--- src/rtl/smc_seq.sv ---
// smc_seq: transistor-channel packet sequencer.
// Takes N_CH beats (w, v_gs, v_ds) per packet and keeps their I_D or
// g_m values in a descending sorted array. Then it reduces the largest
// or the smallest three values to one weighted result.
// Ports: clk, reset (sync, active-high); in_valid/in_ready, w, v_gs,
//   v_ds, mode (beat input); out_valid/out_n (result strobe); err
//   (packet abort strobe).
// Config: define SMC_OUT_HOLD_EN to keep out_n at the last result.
//   Without it, out_n reads 0 whenever out_valid is low.
module smc_seq #(
  parameter int N_CH  = 6,
  parameter int VW    = 3,
  parameter int OUT_W = 2*VW+4
) (
  input  logic             clk,
  input  logic             reset,
  input  logic             in_valid,
  output logic             in_ready,
  input  logic [VW-1:0]    w,
  input  logic [VW-1:0]    v_gs,
  input  logic [VW-1:0]    v_ds,
  input  logic [1:0]       mode,
  output logic             out_valid,
  output logic [OUT_W-1:0] out_n,
  output logic             err
);

  // w*ov*ov needs 3*VW bits; every per-channel value fits in CW
  localparam int CW  = 3*VW;
  localparam int CTW = $clog2(N_CH);
  localparam int RW  = CW+4;

  localparam logic [1:0] S_IDLE = 2'd0;
  localparam logic [1:0] S_LOAD = 2'd1;
  localparam logic [1:0] S_CALC = 2'd2;
  localparam logic [1:0] S_OUT  = 2'd3;

  logic [1:0]       state_q, state_d;
  logic [CTW-1:0]   cnt_q, cnt_d;
  logic [1:0]       mode_q, mode_d;
  logic [CW-1:0]    srt_q [N_CH];
  logic [CW-1:0]    srt_d [N_CH];
  logic             out_valid_q, out_valid_d;
  logic             err_q, err_d;
  logic [OUT_W-1:0] out_n_q, out_n_d;

  // per-beat device value
  logic [1:0]    mode_sel;
  logic [VW-1:0] ov;
  logic [CW-1:0] ov_x, vds_x, w_x;
  logic [CW-1:0] tri_f;
  logic          sat;
  logic [CW-1:0] id_v, gm_v, beat_val;

  always_comb begin
    mode_sel = (state_q == S_IDLE) ? mode : mode_q;
    ov       = (v_gs > VW'(1)) ? v_gs - VW'(1) : '0;
    ov_x     = CW'(ov);
    vds_x    = CW'(v_ds);
    w_x      = CW'(w);
    sat      = (ov <= v_ds);
    // only positive (and only used) in triode, where ov > v_ds
    tri_f    = CW'(2) * ov_x * vds_x - vds_x * vds_x;
    if (sat) begin
      id_v = (w_x * ov_x * ov_x) / CW'(3);
      gm_v = (CW'(2) * w_x * ov_x) / CW'(3);
    end else begin
      id_v = (w_x * tri_f) / CW'(3);
      gm_v = (CW'(2) * w_x * vds_x) / CW'(3);
    end
    beat_val = mode_sel[0] ? id_v : gm_v;
  end

  // insertion into the descending array; a fresh packet sees it empty
  logic [CTW-1:0] cnt_eff;
  logic [N_CH-1:0] ge;
  logic [CW-1:0]   srt_ins [N_CH];

  always_comb begin
    cnt_eff = (state_q == S_IDLE) ? '0 : cnt_q;
    for (int i = 0; i < N_CH; i++) begin
      ge[i] = (i < int'(cnt_eff)) && (srt_q[i] >= beat_val);
    end
    srt_ins[0] = ge[0] ? srt_q[0] : beat_val;
    for (int i = 1; i < N_CH; i++) begin
      if (ge[i])
        srt_ins[i] = srt_q[i];
      else if (ge[i-1])
        srt_ins[i] = beat_val;
      else
        srt_ins[i] = srt_q[i-1];
    end
  end

  // reduction of the three selected values, a >= b >= c
  logic [RW-1:0] sa, sb, sc, res;

  always_comb begin
    if (mode_q[1]) begin
      sa = RW'(srt_q[0]);
      sb = RW'(srt_q[1]);
      sc = RW'(srt_q[2]);
    end else begin
      sa = RW'(srt_q[N_CH-3]);
      sb = RW'(srt_q[N_CH-2]);
      sc = RW'(srt_q[N_CH-1]);
    end
    if (mode_q[0])
      res = (RW'(3)*sa + RW'(4)*sb + RW'(5)*sc) / RW'(12);
    else
      res = (sa + sb + sc) / RW'(3);
  end

  always_comb begin
    state_d     = state_q;
    cnt_d       = cnt_q;
    mode_d      = mode_q;
    srt_d       = srt_q;
    out_valid_d = 1'b0;
    err_d       = 1'b0;
`ifdef SMC_OUT_HOLD_EN
    out_n_d     = out_n_q;
`else
    out_n_d     = '0;
`endif
    unique case (state_q)
      S_IDLE: begin
        if (in_valid) begin
          state_d = S_LOAD;
          cnt_d   = CTW'(1);
          mode_d  = mode;
          srt_d   = srt_ins;
        end
      end
      S_LOAD: begin
        if (in_valid) begin
          srt_d = srt_ins;
          if (cnt_q == CTW'(N_CH-1)) begin
            state_d = S_CALC;
            cnt_d   = '0;
          end else begin
            cnt_d = cnt_q + CTW'(1);
          end
        end else begin
          // gap inside a packet: drop it
          state_d = S_IDLE;
          cnt_d   = '0;
          err_d   = 1'b1;
        end
      end
      S_CALC: begin
        state_d     = S_OUT;
        out_valid_d = 1'b1;
        out_n_d     = OUT_W'(res);
      end
      S_OUT: begin
        state_d = S_IDLE;
      end
      default: begin
        state_d = S_IDLE;
      end
    endcase
  end

  always_ff @(posedge clk) begin
    if (reset) begin
      state_q     <= S_IDLE;
      cnt_q       <= '0;
      mode_q      <= '0;
      out_valid_q <= 1'b0;
      err_q       <= 1'b0;
      out_n_q     <= '0;
      for (int i = 0; i < N_CH; i++) srt_q[i] <= '0;
    end else begin
      state_q     <= state_d;
      cnt_q       <= cnt_d;
      mode_q      <= mode_d;
      out_valid_q <= out_valid_d;
      err_q       <= err_d;
      out_n_q     <= out_n_d;
      for (int i = 0; i < N_CH; i++) srt_q[i] <= srt_d[i];
    end
  end

  assign in_ready  = (state_q == S_IDLE) || (state_q == S_LOAD);
  assign out_valid = out_valid_q;
  assign err       = err_q;
  assign out_n     = out_n_q;

endmodule

--- config.mk ---
export PLATFORM = sky130hd
export DESIGN_NAME = smc_seq
export DESIGN_NICKNAME = d
export VERILOG_FILES = /design/src/rtl/smc_seq.sv
export SDC_FILE = /design/constraint.sdc
export NUM_CORES = 1
export LEC_CHECK = 0
export BUFFER_PORTS_ARGS = -buffer_cell sky130_fd_sc_hd__buf_2
export CAP_MARGIN = 20
export CORE_MARGIN = 4
export CORE_UTILIZATION = 44
export CTS_BUF_LIST = sky130_fd_sc_hd__clkbuf_8
export CTS_CLUSTER_SIZE = 30
export DETAILED_ROUTE_END_ITERATION = 10
export GPL_ROUTABILITY_DRIVEN = 0
export GPL_TIMING_DRIVEN = 0
export PLACE_DENSITY = 0.74
export SLEW_MARGIN = 20
export SYNTH_ARGS = -nofsm -noshare
export SYNTH_HDL_FRONTEND = slang
export SYNTH_SLANG_ARGS = --single-unit
--- constraint.sdc ---
create_clock -name clk -period 15.6 [get_ports clk]
set_input_delay 3.12 -clock clk [delete_from_list [all_inputs] [get_ports clk]]
set_output_delay 3.12 -clock clk [all_outputs]
set_load 0.1 [all_outputs]
Word level (Yosys, flattened, before mapping)
Index checks and enable logic that the tools add are counted.
{"block": "totals", "output_inout_bits": 13, "wordCells": 108, "regBits": 73, "in_bits": 14}
{"block": "classes", "n_reduce_logical": 21, "bitwise_logic": 8, "n_lt_le_gt_ge": 14, "div": 6, "n_eq_ne": 6, "mul": 9, "add_sub_neg": 7, "mux": 25}
{"op": "2-to-1 mux 9 bit", "count": 11}
{"op": "greater-or-equal comparator 9 bit", "count": 6}
{"op": "adder 13 bit", "count": 4}
{"op": "multiplier 3 x 3 -> 6 bit", "count": 5}
{"op": "divider 8 x 2 -> 9 bit (second input constant)", "count": 2}
{"op": "divider 9 x 2 -> 9 bit (second input constant)", "count": 2}
{"op": "AND reduction 3 bit", "count": 6}
{"op": "2-to-1 mux 3 bit", "count": 5}
{"op": "divider 13 x 2 -> 13 bit (second input constant)", "count": 1}
{"op": "divider 13 x 4 -> 13 bit (second input constant)", "count": 1}
{"op": "multiplier 2 x 13 -> 13 bit (first input constant)", "count": 1}
{"op": "multiplier 3 x 13 -> 13 bit (first input constant)", "count": 1}
{"op": "2-to-1 mux 10 bit", "count": 1}
{"op": "multiplier 3 x 9 -> 9 bit", "count": 1}
{"op": "multiplier 6 x 3 -> 9 bit", "count": 1}
{"op": "NOT 1 bit", "count": 8}
{"op": "one-hot mux 2 bit (4 select lines)", "count": 1}
{"op": "subtractor 7 x 6 -> 8 bit", "count": 1}
{"op": "logical AND 1 bit", "count": 6}
{"op": "< comparator 1 x 3 -> 1 bit (first input constant)", "count": 2}
{"op": "< comparator 2 x 3 -> 1 bit (first input constant)", "count": 2}
{"op": "< comparator 3 bit (first input constant)", "count": 2}
{"op": "2-to-1 mux 2 bit", "count": 3}
{"op": "one-hot mux 3 bit (2 select lines)", "count": 1}
{"op": "other kinds (15)", "count": 22}

Depth between registers and ports, before layout
Gate-level depths: netlist (run 1).
{"block": "depth", "word_depth": 12, "depth_mapped": 69, "mapped_depth_nobuf": 65}

Least setup slack after synthesis (run 1)
Ideal clock, no wire load.
{"block": "synth_timing", "path_type": "in2reg", "startpoint": "input v_gs[0]", "endpoint": "register srt_q[16] (netlist name)", "n_path_buf": 3, "path_stages": 62, "slack_ns": 0.014, "arrival_ns": 15.458, "setup_time_ns": 0.128, "required_time_ns": 15.472, "path_cell_list": "inv_1 -> ha_1 -> nor2_1 -> ha_1 -> inv_1 -> fa_1 -> inv_1 -> ha_1 -> fa_1 -> ha_1 -> nand2b_1 -> ha_1 -> or3_1 -> o22ai_1 -> xnor2_1 -> nand2_1 -> fa_1 -> inv_1 -> (+26 left out) -> ha_1 -> nand2b_1 -> a21oi_1 -> nor2b_1 -> o21ai_0 -> nand2b_1 -> a21oi_1 -> nor2b_1 -> o21ai_0 -> nand2b_1 -> a21oi_1 -> nor3_1 -> nand2b_1 -> clkbuf_1 -> clkbuf_1 -> nor2_1 -> a21oi_1 -> nor2_1"}
{"block": "synth_between", "elab_chain_cells": 12, "elab_cells_between_ends": 23, "classes_between": "2 x add/sub; 5 x mul; 3 x div; 4 x order compare; 5 x mux; 1 x bitwise; 3 x reduce/logical"}
{"element": "start: declaration", "line": "20", "source": "input logic [VW-1:0] v_gs,"}
{"element": "subtractor 3 x 1 -> 3 bit / greater-than comparator 3 x 1 -> 1 bit (equally long branches)", "line": "57", "source": "ov = (v_gs > VW'(1)) ? v_gs - VW'(1) : '0;"}
{"element": "2-to-1 mux 3 bit (*)", "line": "57"}
{"element": "multiplier 3 x 3 -> 6 bit", "line": "63", "source": "tri_f = CW'(2) * ov_x * vds_x - vds_x * vds_x;"}
{"element": "subtractor 7 x 6 -> 8 bit", "line": "63"}
{"element": "multiplier 3 x 9 -> 9 bit", "line": "68", "source": "id_v = (w_x * tri_f) / CW'(3);"}
{"element": "divider 9 x 2 -> 9 bit", "line": "68"}
{"element": "2-to-1 mux 9 bit", "line": "64", "source": "if (sat) begin"}
{"element": "2-to-1 mux 9 bit (*)", "line": "71", "source": "beat_val = mode_sel[0] ? id_v : gm_v;"}
{"element": "via beat_val[0]", "line": "53", "source": "logic [CW-1:0] id_v, gm_v, beat_val;"}
{"element": "greater-or-equal comparator 9 bit", "line": "82", "source": "ge[i] = (i < int'(cnt_eff)) && (srt_q[i] >= beat_val);"}
{"element": "logical AND 1 bit", "line": "82"}
{"element": "NOT 1 bit (no line)"}
{"element": "AND reduction 3 bit (no line)"}
{"element": "end: declaration", "line": "41", "source": "logic [CW-1:0] srt_q [N_CH];"}
The timed path passes the listed nets; every way through them passes the cells marked *.
A chain may end at the register's enable or synchronous reset.

Worst setup path in the final report (run 1)
{"block": "layout_timing", "startpoint": "input v_gs[1]", "endpoint": "register srt_q[2] (netlist name)"}
Same word-level chain as after synthesis.

==> results of run 1 <==
[Yosys cell counts (7+ instances only)]
cell	instances	area share, %
sky130_fd_sc_hd__o21a_1	14	1.0
sky130_fd_sc_hd__a211oi_1	44	3.2
sky130_fd_sc_hd__a32oi_1	11	0.94
sky130_fd_sc_hd__fa_1	48	9.3
sky130_fd_sc_hd__and2_1	21	1.3
sky130_fd_sc_hd__a31oi_1	13	0.79
sky130_fd_sc_hd__mux2i_1	22	2.1
sky130_fd_sc_hd__nand2_1	102	3.7
sky130_fd_sc_hd__nand3_1	18	0.88
sky130_fd_sc_hd__nor3_1	29	1.4
sky130_fd_sc_hd__clkbuf_1	54	2.0
sky130_fd_sc_hd__xor2_1	13	1.1
sky130_fd_sc_hd__o21ai_0	73	3.5
sky130_fd_sc_hd__a21o_1	11	0.80
sky130_fd_sc_hd__nor2b_1	24	1.5
sky130_fd_sc_hd__or3_1	10	0.61
sky130_fd_sc_hd__xnor2_1	26	2.2
sky130_fd_sc_hd__nand4_1	8	0.49
sky130_fd_sc_hd__nor2_1	158	5.8
sky130_fd_sc_hd__mux2_2	27	3.0
sky130_fd_sc_hd__dfxtp_1	66	13
sky130_fd_sc_hd__nor4_1	7	0.43
sky130_fd_sc_hd__inv_1	113	4.1
sky130_fd_sc_hd__nand2b_1	33	2.0
sky130_fd_sc_hd__ha_1	131	16
sky130_fd_sc_hd__a21oi_1	105	5.1
sky130_fd_sc_hd__o21bai_1	7	0.51
sky130_fd_sc_hd__o22ai_1	9	0.55
sky130_fd_sc_hd__o21ai_1	8	0.39
[power groups by stage]
stage                     combinational [mW]  sequential [mW]  clock, mW
after CTS                              0.970            0.190      0.156
after detailed placement               0.937            0.194          0
after global routing                    1.18            0.191      0.161
after floorplan                        0.746            0.189          0
final                                   1.05            0.190      0.152
after global placement                 0.912            0.193          0
[sequential cells by signal, indices dropped and copies added (netlist names), named ones only]
register	count
out_n	9
mode_q	2
srt_q	48
out_valid	1
err	1
state_q	1
cnt_q	3
[path summary, 6_finish.rpt]
| kind | start | end | slack [ns] | cells past startpoint |
|---|---|---|---|---|
| worst max-delay path | v_gs[1] | srt_q[2]$_SDFFE_PP0P_ | 0.53 | 58 |
| worst min-delay path | srt_q[9]$_SDFFE_PP0P_ | srt_q[9]$_SDFFE_PP0P_ | 0.51 | 2 |
| worst max register to register | flop | srt_q[2]$_SDFFE_PP0P_ | 7.35 | 36 |
| worst min register to register | srt_q[9]$_SDFFE_PP0P_ | srt_q[9]$_SDFFE_PP0P_ | 0.51 | 2 |
[kinds of logic (layout without fill, tap and decap cells)]
| group | count (synthesis) | count (layout) | synth area share [%] |
|---|---|---|---|
| and+or+nand+nor | 445 | 445 | 20.8 |
| AOI/OAI and AO/OA | 384 | 384 | 25.1 |
| buffers and inverters | 183 | 235 | 6.82 |
| adders and majority gates | 179 | 179 | 25.3 |
| DFF | 66 | 66 | 12.8 |
| muxes | 52 | 52 | 5.75 |
| xor gates and xnor gates | 39 | 39 | 3.32 |
| other | 1 | 1 | 0.0364 |
[routing by layer]
layer | GRT usage (%) | part of all wire, % | vias to the layer above
li1 | - | - | 4922
met1 | 28.5 | 47 | 4771
met2 | 32.3 | 45 | 309
met3 | 3.59 | 6.0 | 33
met4 | 5.20 | 1.7 | 0
met5 | 0 | 0 | -
[critical path, delay by kind of cell]
kind	cells	cell delay, ns
buffers and inverters	9	0.89
AOI/OAI and AO/OA	21	4.11
and+or+nand+nor	15	2.99
adders and majority gates	12	3.84
muxes	1	0.37
[layout make-up]
type / count / area, sq um
Clock buffer: 12 / 165
Multi-Input combinational cell: 1100 / 8520
Buffer: 57 / 282
Timing Repair Buffer: 41 / 250
Tap cell: 313 / 392
Inverter: 121 / 457
Fill cell: 2226 / 11400
Clock inverter: 4 / 32.5
Sequential cell: 66 / 1320
[what timing repair did]
action                     in CTS  in global routing
pin swaps                       4                  6
setup endpoints to repair      48                 48
resized for setup              22                 84
setup buffers                   7                 11
==> impl_metrics.env, run 1 <==
export IMPL_number_of_nets_with_antenna_violations_after_routing=0
export IMPL_cp_max_fo=10
export IMPL_dieArea_sq_um=25900
export IMPL_critical_path_max_stage_delay_ns=0.60
export IMPL_post_synth_inst_count=1349
export IMPL_clockBufferDepth=2
export IMPL_timing_max_slew_rel_slack_pct=47.5
export IMPL_layout_worst_path_cycle_share_pct=96.6
export IMPL_dp_cells=1685
export IMPL_global_router_s_overall_resource_usage_pct=20.2
export IMPL_num_antenna_cells=0
export IMPL_synth_seq_area_share_pct=12.8
export IMPL_intPower_mw=0.685
export IMPL_utilization_pct=50.0
export IMPL_number_of_enable_type_register_cells_in_the_synthesized_netlist=0
export IMPL_library_cell_used_as_clock_root_buffer="sky130_fd_sc_hd__clkbuf_8"
export IMPL_cts_tree="built"
export IMPL_setup_violations_final=0
export IMPL_via_count=10035
export IMPL_worst_vdd_ir_mv=0.0761
export IMPL_synth_fp_nets=1542
export IMPL_cp_required_ns=15.85
export IMPL_cp_arrival_ns=15.32
export IMPL_global_route_wire_length_before_repair_um=44500
export IMPL_finalInstanceArea_sq_um=11400
export IMPL_number_of_buffers_added_by_the_clock_tree_synthesis_step=9
export IMPL_power_share_combinational_pct=75.5
export IMPL_p_leak_nw=5.10
export IMPL_ys_flop_type="sky130_fd_sc_hd__dfxtp_1"
export IMPL_grt_start_max_net_pins=16
export IMPL_initial_core_util_pct=45.0
export IMPL_library_cell_contributing_the_largest_single_delay_on_the_critical_path="sky130_fd_sc_hd__or4b_4"
export IMPL_mostFrequentLayoutCell="sky130_fd_sc_hd__nor2_1"
export IMPL_x_dimension_of_the_die_um=161
export IMPL_detailedPlacementHpwl_um=21100
export IMPL_detail_route_wirelength_um=26600
export IMPL_worst_clock_skew_ns=0.0152
export IMPL_power_total_mw=1.40
export IMPL_postSynthRegisterBits=66
export IMPL_clock_sinks=66
export IMPL_pwr_share_clk_pct=10.9
export IMPL_max_freq_ghz=0.0664
export IMPL_syn_area_sq_um=10300
export IMPL_ys_warn_count=0
export IMPL_p_per_area_nw_per_um2=122
export IMPL_drt_iter0_markers=779
export IMPL_cap_viol_max_count=0
export IMPL_floorplan_core_area_sq_um=22800
export IMPL_detail_route_vias_per_cell=5.85
export IMPL_fp_row_count=55
export IMPL_layout_drive_gt1_share_pct=13.3
export IMPL_clk_pin_slew_ns=0.09
export IMPL_clk_insertion_delay_late_ns=0.39
export IMPL_worst_setup_path_start_kind="input pin"
export IMPL_postPlaceCellArea_sq_um=10800
export IMPL_yosys_cell_types_count=90
export IMPL_antenna_found_initial=0
export IMPL_report_final_hold_viol_count=0
export IMPL_layoutNonFillerInstCount=1714
export IMPL_async_s_r_ff_share_synth_pct=0
export IMPL_drv_slew=0
export IMPL_switching_share_pct=51.0
export IMPL_final_min_clock_period_ns=15.07
export IMPL_critical_path_endpoint_type="flop"
export IMPL_most_common_layout_cells="156 x sky130_fd_sc_hd__nor2_1, 129 x sky130_fd_sc_hd__ha_1, 113 x sky130_fd_sc_hd__inv_1"
export IMPL_postSynthAreaPerCell_sq_um=7.63
export IMPL_timing_worst_setup_path_type="input pin to flop"
export IMPL_nets=1589
export IMPL_post_route_worst_setup_slack_ns=0.530
export IMPL_tightest_slew_ns=0.784
export IMPL_port_buffers=23
export IMPL_detailedPlace_worstSlack_ns=-2.36
export IMPL_timing_hold_worst_class="flop to flop"
export IMPL_drt_drc_violations_left=0
export IMPL_postCtsHoldBufs=0
export IMPL_net_switching_power_mw=0.711
export IMPL_dr_pass1_iters=5
export IMPL_seq_power_share_pct=13.6
export IMPL_synthToLayoutAreaGrowth_pct=11.0
export IMPL_height_of_the_chip_um=161
export IMPL_grt_ovfl_total=0
export IMPL_htree_levels=3
export IMPL_worst_hold_slack_ns=0.509
export IMPL_run_status="finished, final reports clean"
export IMPL_io_pin_count=27
export IMPL_timing_critical_path_mode_cell="sky130_fd_sc_hd__ha_1"
export IMPL_detail_route_wl_per_cell_um=15.5
export IMPL_fin_setup_tns_ns=0
export IMPL_vias_in_the_first_global_route=9239
No activity file was read; power rests on OpenSTA's default activity.
==> run 2, diff against run 1 <==
--- a/config.mk
+++ b/config.mk
@@ -8,5 +8,4 @@
 export BUFFER_PORTS_ARGS = -buffer_cell sky130_fd_sc_hd__buf_2
 export CAP_MARGIN = 20
-export CORE_MARGIN = 4
 export CORE_UTILIZATION = 44
 export CTS_BUF_LIST = sky130_fd_sc_hd__clkbuf_8
==> constraint.sdc (replaced) <==
create_clock -name clk -period 15.6 [get_ports clk]
set_input_delay 3.12 -clock clk [delete_from_list [all_inputs] [get_ports clk]]
set_output_delay 3.12 -clock clk [all_outputs]
set_load 0.02 [all_outputs]
==> run 2 against run 1 <==
Effect of this change: critical path type unchanged; global-route usage rose by 1.7 points; critical endpoint is now srt_q[27]$_SDFFE_PP0P_; utilization rose by 0.21 points; critical path depth rose by 6; die area fell by 7.3%; via count fell by 1.3%; power fell by 0.70%.
==> impl_metrics.env, run 2 (synthesis results as in run 1) <==
export IMPL_num_antenna_cells=0
export IMPL_detail_route_wl_per_cell_um=15.4
export IMPL_cts_tree="built"
export IMPL_dr_pass1_iters=5
export IMPL_global_route_wire_length_before_repair_um=43900
export IMPL_via_count=9904
export IMPL_flip_flop_count_of_the_largest_register_all_copies_and_words_added=48
export IMPL_drt_iter0_markers=720
export IMPL_tightest_slew_ns=0.761
export IMPL_synthToLayoutAreaGrowth_pct=11.1
export IMPL_library_cell_used_as_clock_root_buffer="sky130_fd_sc_hd__clkbuf_8"
export IMPL_worst_vdd_ir_mv=0.0718
export IMPL_pwr_share_clk_pct=10.4
export IMPL_power_total_mw=1.39
export IMPL_report_final_hold_viol_count=0
export IMPL_critical_path_top_delay_family="simple AND/OR/NAND/NOR gates"
export IMPL_layout_worst_path_cycle_share_pct=96.8
export IMPL_switching_share_pct=50.9
export IMPL_vias_in_the_first_global_route=9121
export IMPL_timing_worst_setup_path_type="input pin to flop"
export IMPL_detailedPlacementHpwl_um=20600
export IMPL_most_common_layout_cells="154 x sky130_fd_sc_hd__nor2_1, 128 x sky130_fd_sc_hd__ha_1, 113 x sky130_fd_sc_hd__inv_1"
export IMPL_io_pin_count=27
export IMPL_worst_clock_skew_ns=0.0120
export IMPL_final_min_clock_period_ns=15.10
export IMPL_worst_setup_path_start_kind="input pin"
export IMPL_height_of_the_chip_um=155
export IMPL_layout_drive_gt1_share_pct=13.6
export IMPL_fp_row_count=55
export IMPL_rsz0062_at_grt="true"
export IMPL_setup_violations_final=0
export IMPL_drv_slew=0
export IMPL_seq_power_share_pct=13.7
export IMPL_dieArea_sq_um=24000
export IMPL_clock_sinks=66
export IMPL_timing_max_slew_rel_slack_pct=49.1
export IMPL_initial_core_util_pct=45.2
export IMPL_antenna_found_initial=1
export IMPL_clk_pin_slew_ns=0.09
export IMPL_number_of_buffers_added_by_the_clock_tree_synthesis_step=9
export IMPL_critical_path_max_stage_delay_ns=0.61
export IMPL_worst_hold_slack_ns=0.510
export IMPL_cp_arrival_ns=15.36
export IMPL_postCtsHoldBufs=0
export IMPL_critPathBufInv=10
export IMPL_global_router_s_overall_resource_usage_pct=22.0
export IMPL_critical_path_endpoint_type="flop"
export IMPL_dp_cells=1685
export IMPL_timing_hold_worst_class="flop to flop"
export IMPL_nets=1591
export IMPL_power_share_combinational_pct=76.0
export IMPL_setup_reg_to_reg_worst_slack_ns=7.42
export IMPL_drt_drc_violations_left=0
export IMPL_detail_route_vias_per_cell=5.77
export IMPL_net_switching_power_mw=0.706
export IMPL_grt_ovfl_total=0
export IMPL_grt_start_max_net_pins=16
export IMPL_mostFrequentLayoutCell="sky130_fd_sc_hd__nor2_1"
export IMPL_cp_required_ns=15.87
export IMPL_clk_insertion_delay_late_ns=0.37
export IMPL_layoutNonFillerInstCount=1716
export IMPL_port_buffers=23
export IMPL_intPower_mw=0.680
export IMPL_clockBufferDepth=2
export IMPL_top_register="srt_q"
export IMPL_postPlaceCellArea_sq_um=10800
export IMPL_run_status="finished, final reports clean"
export IMPL_floorplan_core_area_sq_um=22800
export IMPL_timing_critical_path_mode_cell="sky130_fd_sc_hd__ha_1"
export IMPL_library_cell_contributing_the_largest_single_delay_on_the_critical_path="sky130_fd_sc_hd__or4b_4"
export IMPL_fillCellCount=2159
export IMPL_x_dimension_of_the_die_um=155
export IMPL_number_of_nets_with_antenna_violations_after_routing=0
export IMPL_p_per_area_nw_per_um2=121
export IMPL_cap_viol_max_count=0
export IMPL_p_leak_nw=5.10
export IMPL_htree_levels=3
export IMPL_cp_max_fo=15
export IMPL_max_freq_ghz=0.0662
export IMPL_detail_route_wirelength_um=26400
export IMPL_finalInstanceArea_sq_um=11400
## run 2: cell types whose count changed in the layout (fill, tap and decap cells not counted), moves of 3 or more
cell,change
sky130_fd_sc_hd__o21ai_1,-3
sky130_fd_sc_hd__a21oi_1,-3
sky130_fd_sc_hd__nor4_2,-3
sky130_fd_sc_hd__a21oi_2,+3
sky130_fd_sc_hd__nor4_1,+3
## run 2: layer usage
| layer | part of all wire, % | vias up | global-route usage [%] |
|---|---|---|---|
| met2 | 45 | 263 | 35.9 |
| li1 | - | 4913 | - |
| met1 | 48 | 4699 | 30.7 |
| met3 | 5.6 | 29 | 3.06 |
| met5 | 0 | - | 0 |
| met4 | 1.1 | 0 | 4.67 |
## run 2: power groups by stage
stage | logic [mW] | clock network [mW] | registers (mW)
after detailed placement | 0.933 | 0 | 0.193
after global routing | 1.18 | 0.151 | 0.191
final | 1.05 | 0.144 | 0.190
after global placement | 0.908 | 0 | 0.193
after floorplan | 0.746 | 0 | 0.189
after CTS | 0.976 | 0.144 | 0.189
## run 2: cell type report
cell class | count | area [sq um] | share of cell area [%]
clock buffers | 11 | 151 | 1.32
repair buffers | 43 | 269 | 2.35
plain buffers | 57 | 290 | 2.54
inverters | 121 | 457 | 3.99
well taps | 313 | 392 | 3.42
clock inverters | 5 | 37.5 | 0.328
multi-input cells | 1100 | 8520 | 74.5
flip-flops and latches | 66 | 1320 | 11.6
## run 2: timing repair
item,CTS,global route
endpoints found under the setup margin,48,48
pin swaps,6,10
cloned,0,2
buffers inserted,8,10
resized for setup,24,86
## run 2: worst reg2reg max path, delay by kind of cell, from the launching register on
family,cells,cell delay [ns]
compound gates,14,2.39
mux,2,0.53
fa+ha+maj,3,0.75
xor+xnor,1,0.13
flops,1,0.30
buf+inv,5,0.74
simple gates,15,3.24
## run 2: final timing paths
kind                           from                endpoint  depth (start not counted)
min          srt_q[18]$_SDFFE_PP0P_  srt_q[18]$_SDFFE_PP0P_                          2
min reg2reg  srt_q[18]$_SDFFE_PP0P_  srt_q[18]$_SDFFE_PP0P_                          2
max                         v_gs[0]  srt_q[27]$_SDFFE_PP0P_                         64
max reg2reg                    flop  srt_q[27]$_SDFFE_PP0P_                         40
## run 2: per-stage QoR
step / utilization, % / setup TNS [ns] / worst slack (ns)
after floorplan: - / 0 / 0.0143
after global placement: 47.4 / -86.28 / -2.13
after detailed placement: 47.4 / -96.84 / -2.35
after CTS: 48.9 / 0 / 0.116
after global routing: 50.2 / -3.04 / -0.183
final: 50.2 / 0 / 0.504
